File: config.mk
export PLATFORM = sky130hd
export DESIGN_NAME = final2_soc_nios2_qsys_0_oci_dct_monitor
export DESIGN_NICKNAME = d
export VERILOG_FILES = /design/src/rtl/final2_soc_nios2_qsys_0_oci_dct_monitor.sv
export SDC_FILE = /design/constraint.sdc
export NUM_CORES = 1
export LEC_CHECK = 0
export ABC_AREA = 0
export CORE_ASPECT_RATIO = 0.7
export CORE_MARGIN = 5
export CORE_UTILIZATION = 55
export DETAILED_ROUTE_END_ITERATION = 8
export PLACE_DENSITY = 0.84
export SYNTH_ARGS = -nofsm -noshare
export SYNTH_HDL_FRONTEND = slang
export SYNTH_SLANG_ARGS = --single-unit
File: constraint.sdc
create_clock -name clk -period 12.35 [get_ports clk]
set_input_delay 3.705 -clock clk [delete_from_list [all_inputs] [get_ports clk]]
set_output_delay 3.705 -clock clk [all_outputs]
set_load 0.01 [all_outputs]
File: src/rtl/final2_soc_nios2_qsys_0_oci_dct_monitor.sv
// OCI DCT monitor: captures each new DCT word into a FIFO, tracks test-end state, exposes readback.
// Define OCI_DCT_MON_WRAP_EN to overwrite the oldest entry on a full capture instead of dropping.
module final2_soc_nios2_qsys_0_oci_dct_monitor #(
    parameter int unsigned DATA_W = 30,
    parameter int unsigned CNT_W  = 4,
    parameter int unsigned DEPTH  = 16,
    parameter int unsigned ADDR_W = 4,
    parameter int unsigned DROP_W = 8
) (
    input  logic              clk,
    input  logic              reset_n,
    input  logic [DATA_W-1:0] dct_buffer,
    input  logic [CNT_W-1:0]  dct_count,
    input  logic              test_ending,
    input  logic              test_has_ended,
    input  logic              rd_en,
    output logic [DATA_W-1:0] rd_data,
    output logic              rd_valid,
    output logic [ADDR_W:0]   fill_level,
    output logic              overflow,
    output logic [DROP_W-1:0] drop_count,
    output logic [1:0]        mon_state,
    output logic              done
);

`ifdef OCI_DCT_MON_WRAP_EN
    localparam bit WrapEn = 1'b1;
`else
    localparam bit WrapEn = 1'b0;
`endif

    localparam logic [ADDR_W:0] FullLevel = (ADDR_W + 1)'(DEPTH);

    typedef enum logic [1:0] {
        StIdle    = 2'd0,
        StCapture = 2'd1,
        StDrain   = 2'd2,
        StEnded   = 2'd3
    } mon_state_e;

    mon_state_e          state_q, state_d;
    logic [CNT_W-1:0]    prev_count_q;
    logic [ADDR_W-1:0]   wr_ptr_q, wr_ptr_d;
    logic [ADDR_W-1:0]   rd_ptr_q, rd_ptr_d;
    logic [ADDR_W:0]     count_q, count_d;
    logic [DATA_W-1:0]   rd_data_q;
    logic                rd_valid_q;
    logic                overflow_q;
    logic [DROP_W-1:0]   drop_q;
    logic                done_q;
    logic [DATA_W-1:0]   mem [DEPTH];

    logic new_word, capture, is_full, is_empty, pop, push, lost, overwrite;

    always_comb begin
        new_word  = (dct_count != prev_count_q);
        capture   = new_word && (state_q == StIdle || state_q == StCapture);
        is_full   = (count_q == FullLevel);
        is_empty  = (count_q == '0);
        pop       = rd_en && !is_empty;
        // A pop in the same cycle frees the slot, so a full FIFO still accepts the push.
        push      = capture && (!is_full || pop);
        lost      = capture && is_full && !pop;
        overwrite = WrapEn && lost;

        count_d = count_q;
        if (push && !pop) begin
            count_d = count_q + (ADDR_W + 1)'(1);
        end else if (pop && !push) begin
            count_d = count_q - (ADDR_W + 1)'(1);
        end

        wr_ptr_d = wr_ptr_q;
        if (push || overwrite) begin
            wr_ptr_d = wr_ptr_q + ADDR_W'(1);
        end
        rd_ptr_d = rd_ptr_q;
        if (pop || overwrite) begin
            rd_ptr_d = rd_ptr_q + ADDR_W'(1);
        end

        state_d = state_q;
        unique case (state_q)
            StIdle: begin
                if (test_ending || test_has_ended) begin
                    state_d = StDrain;
                end else if (new_word) begin
                    state_d = StCapture;
                end
            end
            StCapture: begin
                if (test_ending || test_has_ended) begin
                    state_d = StDrain;
                end
            end
            StDrain: begin
                // Judged on post-pop occupancy so the last pop and the exit share a cycle.
                if (test_has_ended && count_d == '0) begin
                    state_d = StEnded;
                end
            end
            StEnded: state_d = StEnded;
            default: state_d = StIdle;
        endcase
    end

    always_ff @(posedge clk or negedge reset_n) begin
        if (!reset_n) begin
            state_q      <= StIdle;
            prev_count_q <= '0;
            wr_ptr_q     <= '0;
            rd_ptr_q     <= '0;
            count_q      <= '0;
            rd_data_q    <= '0;
            rd_valid_q   <= 1'b0;
            overflow_q   <= 1'b0;
            drop_q       <= '0;
            done_q       <= 1'b0;
        end else begin
            state_q      <= state_d;
            prev_count_q <= dct_count;
            wr_ptr_q     <= wr_ptr_d;
            rd_ptr_q     <= rd_ptr_d;
            count_q      <= count_d;
            rd_valid_q   <= pop;
            done_q       <= (state_d == StEnded);
            if (pop) begin
                rd_data_q <= mem[rd_ptr_q];
            end
            if (lost) begin
                overflow_q <= 1'b1;
                if (drop_q != '1) begin
                    drop_q <= drop_q + DROP_W'(1);
                end
            end
        end
    end

    // Storage is not reset; fill_level = 0 makes stale contents unreachable.
    always_ff @(posedge clk) begin
        if (push || overwrite) begin
            mem[wr_ptr_q] <= dct_buffer;
        end
    end

    assign rd_data    = rd_data_q;
    assign rd_valid   = rd_valid_q;
    assign fill_level = count_q;
    assign overflow   = overflow_q;
    assign drop_count = drop_q;
    assign mon_state  = state_q;
    assign done       = done_q;

endmodule

==> flow_metrics.tcl <==
set metrics [dict create \
    slew_viol_final 0 \
    place_inst 1499 \
    dr.first_iter.drc_count 1073 \
    row_count 59 \
    place_congestion 0.782 \
    finClkSkew_ns 0.0301 \
    start_kind "input port" \
    cts_made_buffers 47 \
    grt_max_degree 66 \
    crit_start "dct_count[3]" \
    grt_pass1_wl_mm 68.5 \
    rsz0062_at_grt "false" \
    max-slew-margin-rel 0.179 \
    power_switching_w 0.00129 \
    grt_pass1_vias 10400 \
    cts_tree "built" \
    critPathMaxFanout 30 \
    syn_to_final_growth_pct 14.6 \
    min_period_ns 6.53 \
    finalInstanceArea_um2 23700 \
    r2r_cells 6 \
    reg2reg_to "rd_data[29]" \
    cts_root_buf "clkbuf_16" \
    dp.final_hpwl_mm 24.5 \
    total_power_w 0.00480 \
    r2r_slack_ns 8.26 \
    vdd_ir_drop_max_mv 0.135 \
    synth_top_area_share 0.697 \
    clk_latency_ns 0.59 \
    cpMaxStageDelayCell "nor2_4" \
    yosysUniqueCellTypes 42 \
    pwr-share-comb 0.243 \
    path_buf_inv 1 \
    netlist.top_cell.by_area "edfxtp_1" \
    dieArea_um2 41700 \
    cts.hold.buffers_added 0 \
    finalWirelength_mm 45.2 \
    synth_nets 1003 \
    post_cts_buffers 0 \
    num-fill-cells 2368 \
    firstDrtPassIters 5 \
    io_pins 87 \
    netlist_area_um2 20700 \
    post_drt_wl_per_cell_um 28.5 \
    required_ns 12.53 \
    yosys-top-cells-area "edfxtp_1 70%, mux4_2 16%, dfrtp_1 7.3%" \
    period_share 0.529 \
    synth-seq-area-share 0.769 \
    ant_nets 0 \
    fp.dieH_um 172 \
    status "completed" \
    initial_utilization 0.557 \
    final_common_cell "edfxtp_1" \
    postLayoutSetupSlackWorst_ns 5.82 \
    tightest_slew_ns 1.23 \
    final_cells 1585 \
    tns_ns 0 \
    finalHoldViolations 0 \
    maxCapViolations 0 \
    seq_power_share 0.453 \
    yosys_warnings 0 \
    dieWidth_um 242 \
    cp_data_arrival_time_ns 6.70 \
    place_ws_ns 5.31 \
    grt_use_total 0.222 \
    fin_nets 1107 \
    r2r_start "rd_ptr_q[0]" \
    ys_seq_elements 540 \
    clk_pin_slew_ns 0.07 \
    layout_common_cells "480 x edfxtp_1, 150 x mux4_2, 108 x nand2_1" \
    cp-end-kind "flip-flop" \
    num_vias 9901 \
    dpl_cell_area_um2 22200 \
    fmax_mhz 153 \
    num_antenna_cells 0 \
    async_flop_share 0.111 \
    cp_top_family "simple AND/OR/NAND/NOR gates" \
    synth_edf_count 480 \
    portBuffers 86 \
    intPower_w 0.00352 \
    power_leakage_nw 7.77 \
    synth_ff_type "edfxtp_1" \
    min_path_type "reg -> reg" \
    critPathCapture "mem[7][25]" \
    cpPeakStageDelay_ns 1.01 \
    switching_share 0.268 \
    cp_cell_sequence "clkdlybuf4s50_1, xor2_1, nor4_1, nor3_2, nand2_1, nor2_4" \
    drc 0 \
    path_class "in -> reg" \
    power.share.clock 0.304 \
    clock_path_buffers 3 \
    antenna_found_initial 0 \
    powerDensity_nw_per_um2 203 \
    path_depth 6 \
    synth.avg_cell_area_um2 21.6 \
    cts_resized 0 \
    htreeDepth 2 \
    core_area_um2 37100 \
    via_per_inst 6.25 \
    drive_gt1_frac 0.241 \
    setup_viol 0 \
    clock_sinks 540 \
    synthCells 956 \
    gr-total-overflow 0 \
]
## layout make-up
| class | count | area, µm² | share of cell area |
|---|---|---|---|
| clock buffers | 59 | 1260 | 0.0532 |
| clock inverters | 27 | 248 | 0.0104 |
| inverters | 9 | 33.8 | 0.00142 |
| multi-input cells | 359 | 4650 | 0.196 |
| flip-flops and latches | 540 | 15900 | 0.671 |
| well taps | 488 | 611 | 0.0257 |
| repair buffers | 103 | 986 | 0.0416 |
## through the flow
step                      hold slack, ns  utilization
final                              0.475        0.639
after global routing               0.501        0.639
after detailed placement           0.463        0.598
after CTS                          0.479        0.639
after floorplan                    0.493            -
after global placement             0.463        0.598
## cells by family (layout without fill, tap and decap cells)
family / after synthesis / count (layout) / synth area share
adders and majority gates: 8 / 8 / 0.00484
buffers and inverters: 57 / 198 / 0.0112
xor gates and xnor gates: 19 / 19 / 0.00804
DFF: 540 / 540 / 0.769
and+or+nand+nor: 159 / 159 / 0.0338
AOI/OAI and AO/OA: 17 / 17 / 0.00659
muxes: 156 / 156 / 0.166
## power by group through the flow
stage | Sequential [W] | Clock (W) | Combinational [W]
finish | 0.00218 | 0.00146 | 0.00117
CTS | 0.00218 | 0.00148 | 0.00118
floorplan | 0.00216 | 0 | 0.000844
global route | 0.00219 | 0.00157 | 0.00126
detailed placement | 0.00221 | 0 | 0.00116
global placement | 0.00221 | 0 | 0.00114
## state kept, by name (all words and copies together), names as in the netlist
| signal | cells |
|---|---|
| mem | 480 |
| rd_data | 30 |
| drop_count | 8 |
| fill_level | 5 |
| prev_count_q | 4 |
| rd_ptr_q | 4 |
| wr_ptr_q | 4 |
| mon_state | 2 |
| done | 1 |
| overflow | 1 |
| rd_valid | 1 |
## worst min path at each step
stage / to / start / slack, ns / cells after the start
global placement: rd_data[7] / rd_data[7] / 0.46 / 2
finish: rd_data[25] / rd_data[25] / 0.47 / 2
CTS: rd_data[9] / rd_data[9] / 0.48 / 2
floorplan: overflow / overflow / 0.49 / 1
global route: rd_data[24] / rd_data[24] / 0.50 / 2
detailed placement: rd_data[9] / rd_data[9] / 0.46 / 2
## cell usage after synthesis (all sizes together) (5+ instances only)
library cell and number:
xnor2 14, nor3 6, nor2 17, buf 24, xor2 5, edfxtp 480, clkbuf 24, inv 9
o21ai 5, ha 8, mux4 150, dfrtp 60, nand4 8, nand2 108
## worst min-delay path: cells and delay by family (launching register included)
| kind | cells | cell delay (ns) |
|---|---|---|
| and+or+nand+nor | 2 | 0.10 |
| DFF | 1 | 0.34 |
## per-layer routing
metal  routed length [µm]  vias to the layer above  global-route usage
met2                22600                      475               0.374
met1                18300                     5269               0.313
met5                    0                        -                   0
li1                     -                     4101                   -
met4                  807                        0              0.0523
met3                 3470                       56              0.0408
Power figures use the tool's default switching activity.
